<file path="config.mk">
export PLATFORM = sky130hd
export DESIGN_NAME = decode_stage
export DESIGN_NICKNAME = d
export VERILOG_FILES = /design/src/rtl/decode_pkg.sv /design/src/rtl/decode_hazard.sv /design/src/rtl/decode_stage.sv
export SDC_FILE = /design/constraint.sdc
export NUM_CORES = 1
export LEC_CHECK = 0
export ABC_AREA = 1
export CORE_AREA = 5 5 122 124
export CTS_BUF_LIST = sky130_fd_sc_hd__clkbuf_2 sky130_fd_sc_hd__clkbuf_4 sky130_fd_sc_hd__clkbuf_8
export DETAILED_ROUTE_END_ITERATION = 8
export DIE_AREA = 0 0 127 129
export GPL_TIMING_DRIVEN = 0
export PLACE_DENSITY = 0.7
export SLEW_MARGIN = 0
export SYNTH_ARGS = -nofsm -noshare
export SYNTH_HDL_FRONTEND = slang
export SYNTH_HIERARCHICAL = 1
export SYNTH_SLANG_ARGS = --single-unit
export TNS_END_PERCENT = 30
</file>
<file path="constraint.sdc">
create_clock -name clk -period 3.5 [get_ports clk]
set_input_delay 0.875 -clock clk [delete_from_list [all_inputs] [get_ports clk]]
set_output_delay 0.875 -clock clk [all_outputs]
set_load 0.02 [all_outputs]
</file>
<file path="src/rtl/decode_pkg.sv">
// Shared decode definitions: opcode encoding, instruction field positions,
// and per-opcode register-usage helpers used by the decode stage and its
// hazard unit.
package decode_pkg;

    typedef enum logic [3:0] {
        OP_ADD  = 4'd0,
        OP_SUB  = 4'd1,
        OP_AND  = 4'd2,
        OP_OR   = 4'd3,
        OP_ADDI = 4'd4,
        OP_LW   = 4'd5,
        OP_SW   = 4'd6,
        OP_BEQ  = 4'd7,
        OP_NOP  = 4'd15
    } opcode_e;

    localparam int INSTR_W = 32;
    localparam int OPC_MSB = 31;
    localparam int OPC_LSB = 28;
    localparam int RD_MSB  = 27;
    localparam int RD_LSB  = 24;
    localparam int RS1_MSB = 23;
    localparam int RS1_LSB = 20;
    localparam int RS2_MSB = 19;
    localparam int RS2_LSB = 16;
    localparam int IMM_MSB = 15;
    localparam int IMM_LSB = 0;
    localparam int IMM_W   = IMM_MSB - IMM_LSB + 1;

    // Map a raw opcode field onto a legal opcode; undefined encodings issue as NOP.
    function automatic opcode_e decode_opcode(input logic [3:0] raw);
        if (raw <= 4'd7) return opcode_e'(raw);
        return OP_NOP;
    endfunction

    function automatic logic uses_rs1(input opcode_e op);
        return op != OP_NOP;
    endfunction

    function automatic logic uses_rs2(input opcode_e op);
        return op inside {OP_ADD, OP_SUB, OP_AND, OP_OR, OP_SW, OP_BEQ};
    endfunction

    function automatic logic writes_rd(input opcode_e op);
        return op inside {OP_ADD, OP_SUB, OP_AND, OP_OR, OP_ADDI, OP_LW};
    endfunction

endpackage

</file>
<file path="src/rtl/decode_hazard.sv">
// Combinational hazard detection and operand selection for the decode stage.
// A load in EX whose destination matches a used source register stalls decode.
// Writeback handling depends on DECODE_WB_BYPASS_EN: when defined, a same-cycle
// register-file write is forwarded to the operands; otherwise a matching write
// stalls for one cycle so the next cycle reads the updated register file.
module decode_hazard
    import decode_pkg::*;
#(
    parameter int DATA_W = 32,
    parameter int REG_AW = 4
) (
    input  logic              if_valid,
    input  opcode_e           op,
    input  logic [REG_AW-1:0] rs1,
    input  logic [REG_AW-1:0] rs2,
    input  logic              ex_load,
    input  logic [REG_AW-1:0] ex_rd,
    input  logic              wb_we,
    input  logic [REG_AW-1:0] wb_addr,
    input  logic [DATA_W-1:0] wb_data,
    input  logic [DATA_W-1:0] rf_rd_data1,
    input  logic [DATA_W-1:0] rf_rd_data2,
    output logic              hazard,
    output logic [DATA_W-1:0] op_a,
    output logic [DATA_W-1:0] op_b
);

    logic rs1_used;
    logic rs2_used;
    logic load_hz;
    logic wb_hit1;
    logic wb_hit2;

    assign rs1_used = if_valid && uses_rs1(op);
    assign rs2_used = if_valid && uses_rs2(op);
    assign wb_hit1  = wb_we && (wb_addr == rs1);
    assign wb_hit2  = wb_we && (wb_addr == rs2);
    assign load_hz  = ex_load && ((rs1_used && (ex_rd == rs1)) ||
                                  (rs2_used && (ex_rd == rs2)));

`ifdef DECODE_WB_BYPASS_EN
    // Forward the in-flight writeback value; only load-use stalls.
    always_comb begin
        // NOTE: every output gets a default first so no path can infer a latch.
        hazard = load_hz;
        op_a   = rf_rd_data1;
        op_b   = rf_rd_data2;
        if (wb_hit1) op_a = wb_data;
        if (wb_hit2) op_b = wb_data;
    end
`else
    // Writeback data is not forwarded in this build; the stall covers it.
    logic unused_wb_data;
    assign unused_wb_data = ^wb_data;

    // Stall on load-use or on a same-cycle write to a used source.
    always_comb begin
        hazard = load_hz || (rs1_used && wb_hit1) || (rs2_used && wb_hit2);
        op_a   = rf_rd_data1;
        op_b   = rf_rd_data2;
    end
`endif

endmodule

</file>
<file path="src/rtl/decode_stage.sv">
// Instruction decode stage: splits the fetched instruction into fields,
// drives register-file read addresses, resolves hazards/operands through
// decode_hazard, and registers the result into the ID/EX outputs.
// Optional feature: define DECODE_WB_BYPASS_EN to forward writeback data
// instead of stalling one cycle on a writeback match.
module decode_stage
    import decode_pkg::*;
#(
    parameter int DATA_W = 32,
    parameter int REG_AW = 4
) (
    input  logic               clk,
    input  logic               rst_n,
    input  logic               if_valid,
    input  logic [INSTR_W-1:0] if_instr,
    input  logic [DATA_W-1:0]  if_pc,
    output logic               id_ready,
    output logic [REG_AW-1:0]  rf_rd_addr1,
    output logic [REG_AW-1:0]  rf_rd_addr2,
    input  logic [DATA_W-1:0]  rf_rd_data1,
    input  logic [DATA_W-1:0]  rf_rd_data2,
    input  logic               wb_we,
    input  logic [REG_AW-1:0]  wb_addr,
    input  logic [DATA_W-1:0]  wb_data,
    input  logic               ex_load,
    input  logic [REG_AW-1:0]  ex_rd,
    input  logic               flush,
    output logic               idex_valid,
    output logic [3:0]         idex_op,
    output logic [REG_AW-1:0]  idex_rd,
    output logic               idex_we,
    output logic [DATA_W-1:0]  idex_a,
    output logic [DATA_W-1:0]  idex_b,
    output logic [DATA_W-1:0]  idex_imm,
    output logic [DATA_W-1:0]  idex_pc
);

    opcode_e           op;
    logic [REG_AW-1:0] rd;
    logic [REG_AW-1:0] rs1;
    logic [REG_AW-1:0] rs2;
    logic [IMM_W-1:0]  imm;
    logic [DATA_W-1:0] imm_ext;
    logic              hazard;
    logic              bubble;
    logic [DATA_W-1:0] op_a;
    logic [DATA_W-1:0] op_b;

    assign op      = decode_opcode(if_instr[OPC_MSB:OPC_LSB]);
    assign rd      = if_instr[RD_LSB  +: REG_AW];
    assign rs1     = if_instr[RS1_LSB +: REG_AW];
    assign rs2     = if_instr[RS2_LSB +: REG_AW];
    assign imm     = if_instr[IMM_MSB:IMM_LSB];
    assign imm_ext = {{(DATA_W-IMM_W){imm[IMM_W-1]}}, imm};

    // Read addresses follow the instruction word even when it is not valid.
    assign rf_rd_addr1 = rs1;
    assign rf_rd_addr2 = rs2;

    // A flush discards the instruction anyway, so it overrides any stall.
    assign id_ready = flush || !hazard;
    assign bubble   = flush || hazard;

    decode_hazard #(
        .DATA_W (DATA_W),
        .REG_AW (REG_AW)
    ) u_hazard (
        .if_valid    (if_valid),
        .op          (op),
        .rs1         (rs1),
        .rs2         (rs2),
        .ex_load     (ex_load),
        .ex_rd       (ex_rd),
        .wb_we       (wb_we),
        .wb_addr     (wb_addr),
        .wb_data     (wb_data),
        .rf_rd_data1 (rf_rd_data1),
        .rf_rd_data2 (rf_rd_data2),
        .hazard      (hazard),
        .op_a        (op_a),
        .op_b        (op_b)
    );

    // ID/EX pipeline register; a stall or flush inserts a bubble.
    always_ff @(posedge clk or negedge rst_n) begin
        if (!rst_n) begin
            idex_valid <= 1'b0;
            idex_op    <= '0;
            idex_rd    <= '0;
            idex_we    <= 1'b0;
            idex_a     <= '0;
            idex_b     <= '0;
            idex_imm   <= '0;
            idex_pc    <= '0;
        end else begin
            // NOTE: non-blocking assignments so every register samples pre-edge values.
            idex_op  <= op;
            idex_rd  <= rd;
            idex_a   <= op_a;
            idex_b   <= op_b;
            idex_imm <= imm_ext;
            idex_pc  <= if_pc;
            if (bubble) begin
                idex_valid <= 1'b0;
                idex_we    <= 1'b0;
            end else begin
                idex_valid <= if_valid;
                idex_we    <= if_valid && writes_rd(op);
            end
        end
    end

endmodule

</file>
After elaboration in Yosys (flattened, before gate mapping)
Cells that the tools add are included.

Muxes and demuxes: 5. Bitwise gates (word level): 0. Reductions and logical operators: 19. Multiply operators: 0. $add $sub $neg: 0. Shift-type cells: 0. Order comparisons: 1. Eq/ne operators: 12. Divide/modulo/power cells: 0.

Operators with widths (count): 4-bit by 3-bit equality test with 1-bit output (second input constant) (4); 4-bit equality test (4); 6-bit nonzero test (2); 1-bit logical AND (10); 4-bit by 2-bit equality test with 1-bit output (second input constant) (2); 4-bit 2-to-1 mux (2); 1-bit logical OR (5); 4-bit by 1-bit equality test with 1-bit output (second input constant) (1); 4-bit by 3-bit less-or-equal comparator with 1-bit output (second input constant) (1); 4-bit zero test (1); 4-bit inequality test (second input constant) (1); 1-bit 2-to-1 mux (3); 1-bit zero test (1).

Bits in latches: 0. Bits in registers: 122. RAM bits: 0. Output and inout port bits: 147. Input bits: 174. Memories: 0. ROM bits: 0. Logic and storage cells: 45.

Logic depth before layout (Yosys ltp)
Word-level depth: 13. Depth in mapped cells: 13.

Cells and area by module
Netlist, hierarchy kept.

Modules (own cells, without submodules): decode_stage (cells an instance 159, sequential area each 3052.9 um^2, times used 1, area an instance 3289.4 um^2); decode_hazard (cells an instance 147, sequential area each 0.0 um^2, times used 1, area an instance 812.0 um^2).

Least setup slack after synthesis
OpenSTA, ideal clock, no wires.

Path type: input to output. Start point: in if_instr[31]. End point: out id_ready. Arrival time: 1.668 ns. Buffers on the path: 0. Setup slack: 0.957 ns. Stages on the path: 9. Cells stage by stage: or2_1 > nand2_1 > nor2_1 > nor2_1 > nand3_1 > nand2_1 > nand2_1 > nand2_1 > nand2_1.

Word-level cells in the longest chain between the ends: 13. Elaborated cells on any way between the ends: 24.

Ends and longest elaborated chain: start: declaration (line decode_stage.sv:15) `input logic [INSTR_W-1:0] if_instr,`; 4-bit by 3-bit less-or-equal comparator with 1-bit output (line decode_pkg.sv:33) `if (raw <= 4'd7) return opcode_e'(raw);`; 1-bit 2-to-1 mux (line decode_pkg.sv:33); 4-bit 2-to-1 mux * (line decode_pkg.sv:34) `return OP_NOP;`; 4-bit by 1-bit equality test with 1-bit output (tied with other cells) (line decode_pkg.sv:42) `return op inside {OP_ADD, OP_SUB, OP_AND, OP_OR, OP_SW, OP_BEQ};`; 6-bit nonzero test (line decode_pkg.sv:42); 1-bit logical AND (line decode_hazard.sv:35) `assign rs2_used = if_valid && uses_rs2(op);`; 1-bit logical AND (line decode_hazard.sv:39) `(rs2_used && (ex_rd == rs2)));`; 1-bit logical OR (line decode_hazard.sv:38) `assign load_hz = ex_load && ((rs1_used && (ex_rd == rs1)) ||`; 1-bit logical AND (line decode_hazard.sv:38); 1-bit logical OR (line decode_hazard.sv:58) `hazard = load_hz || (rs1_used && wb_hit1) || (rs2_used && wb_hit2);`; 1-bit logical OR * (line decode_hazard.sv:58); via hazard (line decode_stage.sv:44) `logic hazard;`; 1-bit zero test * (line decode_stage.sv:61) `assign id_ready = flush || !hazard;`; 1-bit logical OR * (line decode_stage.sv:61); end: declaration (line decode_stage.sv:17) `output logic id_ready,`.

The timed path passes the listed nets; every way through them passes the cells marked *. The select of a mux whose other input is x is not followed.

Final worst setup path
Start point: in if_instr[29]. End point: out id_ready.

Word-level cells in the longest chain between the ends: 13. Elaborated cells on any way between the ends: 24.

Ends and longest elaborated chain: 4-bit by 3-bit less-or-equal comparator with 1-bit output (line decode_pkg.sv:33); 1-bit 2-to-1 mux (line decode_pkg.sv:33); 4-bit 2-to-1 mux * (line decode_pkg.sv:34); via op[1] (line decode_stage.sv:38) `opcode_e op;`; 4-bit by 1-bit equality test with 1-bit output (tied with other cells) (line decode_pkg.sv:42); 6-bit nonzero test (line decode_pkg.sv:42); 1-bit logical AND (line decode_hazard.sv:35); 1-bit logical AND (line decode_hazard.sv:39); 1-bit logical OR (line decode_hazard.sv:38); 1-bit logical AND (line decode_hazard.sv:38); 1-bit logical OR (line decode_hazard.sv:58); 1-bit logical OR * (line decode_hazard.sv:58); via hazard (line decode_stage.sv:44); 1-bit zero test * (line decode_stage.sv:61); 1-bit logical OR * (line decode_stage.sv:61).

Marked as above.

==> results by group <==
Placed design
  – GPL Wtd Cong: 0.946
  – Number of buffers added on ports: 224
  – Placement Setup Slack: -0.214 ns
  – Dpl cell area: 0.00660 mm²
  – HPWL after DPL: 9.97 mm

Synth
  – Largest area contributor in the netlist: dfrtp_1
  – Sequential share of the synthesized area: 0.744
  – Top-area cell type share of the netlist area: 0.744
  – Synth warnings: 6
  – Synth unique cells: 11
  – Syn Inst Count: 306
  – Mapped Area: 0.00410 mm²
  – Dominant cells by area after synthesis: dfrtp_1, buf_4, nand2_1
  – Syn_nets: 480
  – Mapped Avg Cell Area: 13.4 µm²
  – #FFs+latches synth: 122

Drt
  – Post-DRT Antenna Nets: 0
  – Via Count: 2899
  – Drt pass-1 iters: 4
  – DRC Markers: 0
  – Detailed Route WL: 11.9 mm
  – Initial drt markers: 67
  – Via/cell ratio: 3.89
  – Avg WL per Cell: 16.0 µm

STA
  – RSZ-0062 raised after global routing: no
  – Total Neg Setup Slack: 0 ns
  – Slew @ Worst Pin: 0.553 ns
  – Achievable Freq: 297 MHz
  – Setup Viol. Count Final: 0
  – Final hold vios: 0
  – Final worst-path cycle share: 0.961
  – Setup ws final: 0.136 ns
  – Final Max Slew Viols: 0
  – Min Tclk post-route: 3.36 ns
  – Worst relative slew slack: 0.631

Worst setup path
  – Critical Path Max Stage Delay: 0.48 ns
  – Worst setup SP type: primary input
  – Crit. End Element: output pin
  – Critical path depth in cells: 13
  – CP top delay family: buffers and inverters
  – CP Buf/Inv Count: 4
  – Critical path class: in -> out
  – Crit path cell chain: clkdlybuf4s50_1, nor2_2, inv_1, inv_1, nand2_1, nand2_1, nor2_1, nand3_1, nand2_1, nand2_1, nand2_1, nand2_1, dlygate4sd2_1
  – CP required: 2.62 ns
  – Crit path max-delay cell type: clkdlybuf4s50_1
  – Most common cell on crit path: nand2_1
  – Critical path fanouts, max: 3
  – Critical Path AT: 2.49 ns

Layout
  – Area grow syn2layout: 72.8%
  – Design Area, Final: 0.00709 mm²
  – Final nets: 725
  – Commonest cells after routing, fill and taps aside: clkdlybuf4s50_1, dfrtp_1, buf_4
  – Commonest non-fill, non-tap cell in the layout: clkdlybuf4s50_1
  – Layout cell share with drive strength beyond 1: 0.223
  – Utilization after layout: 0.519

Power
  – PwrDens: 491 mW/mm²
  – Lkg Pwr: 3.29 nW
  – Tot Pwr: 3.48 mW
  – VDD IR max: 0.171 mV

Clock tree
  – CTS H-tree depth: 4
  – CTS tree: built
  – Root Driver: clkbuf_8
  – CTS Sinks: 122
  – Clk slew on worst S/H paths: 0.07 ns
  – Max Root-Sink Buffers: 2
  – Cts bufs inserted: 17

Floorplan
  – Die Ht: 129 µm
  – Placement row count: 43
  – Die X: 127 µm
  – Die area: 0.0164 mm²
  – Initial core utilization: 0.300
  – IO Pins: 321
  – Core ar.: 0.0137 mm²

Status
  – Status: finished clean

Run
  – Max cap viols: 0

Global routing
  – Number of global-route vias before repair: 3192
  – Initial antenna violation count: 1
  – Overflow after GRT: 0
  – Tot GR Track Use: 0.143
  – Largest net degree at the start of global routing: 70
  – Global-route wire length before repair: 17.1 mm

Min path
  – Hold WC Path Type: in -> async
## logic make-up (layout without fill, tap and decap cells)
kind of cell	Yosys count	after routing	share of synthesized area
xor gates and xnor gates	3	3	0.00641
other	0	1	0
buffers and inverters	110	368	0.181
DFF	122	122	0.744
and+or+nand+nor	71	71	0.0680
## worst paths after layout
check | startpoint | to
worst max-delay path | if_instr[29] | id_ready
max in group asynchronous | rst_n | idex_imm[4]
worst min-delay path | rst_n | idex_b[23]
min in group clk | rf_rd_data2[19] | idex_b[19]
## synth_stat cells
library cell,count
dfrtp_1,122
xor2_1,1
inv_1,21
buf_4,88
nand3_1,4
xnor2_1,2
nor2_1,14
nor2_2,2
nand2_1,50
or2_1,1
clkbuf_1,1
## where the power goes
| part | internal, mW | switching [mW] |
|---|---|---|
| clock | 0.892 | 0.552 |
| combinational | 0.296 | 0.235 |
| sequential | 1.48 | 0.0229 |
| total | 2.67 | 0.811 |
## cell type report
cell class                      instances  area (µm²)
Antenna cell                            1        2.50
Sequential cell                       122        3050
Fill cell                            1173        6580
Inverter                               21        78.8
Clock buffer                           19         262
Buffer                                 89         664
Tap cell                              180         225
Multi-Input combinational cell         74         308
Timing Repair Buffer                  226        2280
Clock inverter                         13         214
## repair_timing
item                       CTS  global route
setup endpoints to repair    1             1
setup buffers                0             1
gates resized for setup      2             1
pin swaps                    1             1
hold buffers                 0             0
## per-layer routing
layer / part of all wire / global-route usage / vias up
met5: 0 / 0 / -
met4: 0.013 / 0.0631 / 0
met3: 0.12 / 0.0801 / 18
met2: 0.56 / 0.262 / 174
met1: 0.30 / 0.127 / 1387
li1: - / - / 1320
## per-stage QoR
| step | hold slack [ns] | std cells |
|---|---|---|
| final | 0.406 | 745 |
| after global routing | 0.408 | 745 |
| after CTS | 0.386 | 743 |
| after detailed placement | 0.870 | 711 |
| after global placement | 0.985 | 710 |
| after floorplan | 0.579 | 306 |
## registers in the layout, summed over array words and instances (netlist names)
name        count
idex_b         32
idex_op         4
idex_we         1
idex_a         32
idex_rd         4
idex_pc        32
idex_valid      1
idex_imm       16
Note: power is estimated with default switching activity, not from simulation.
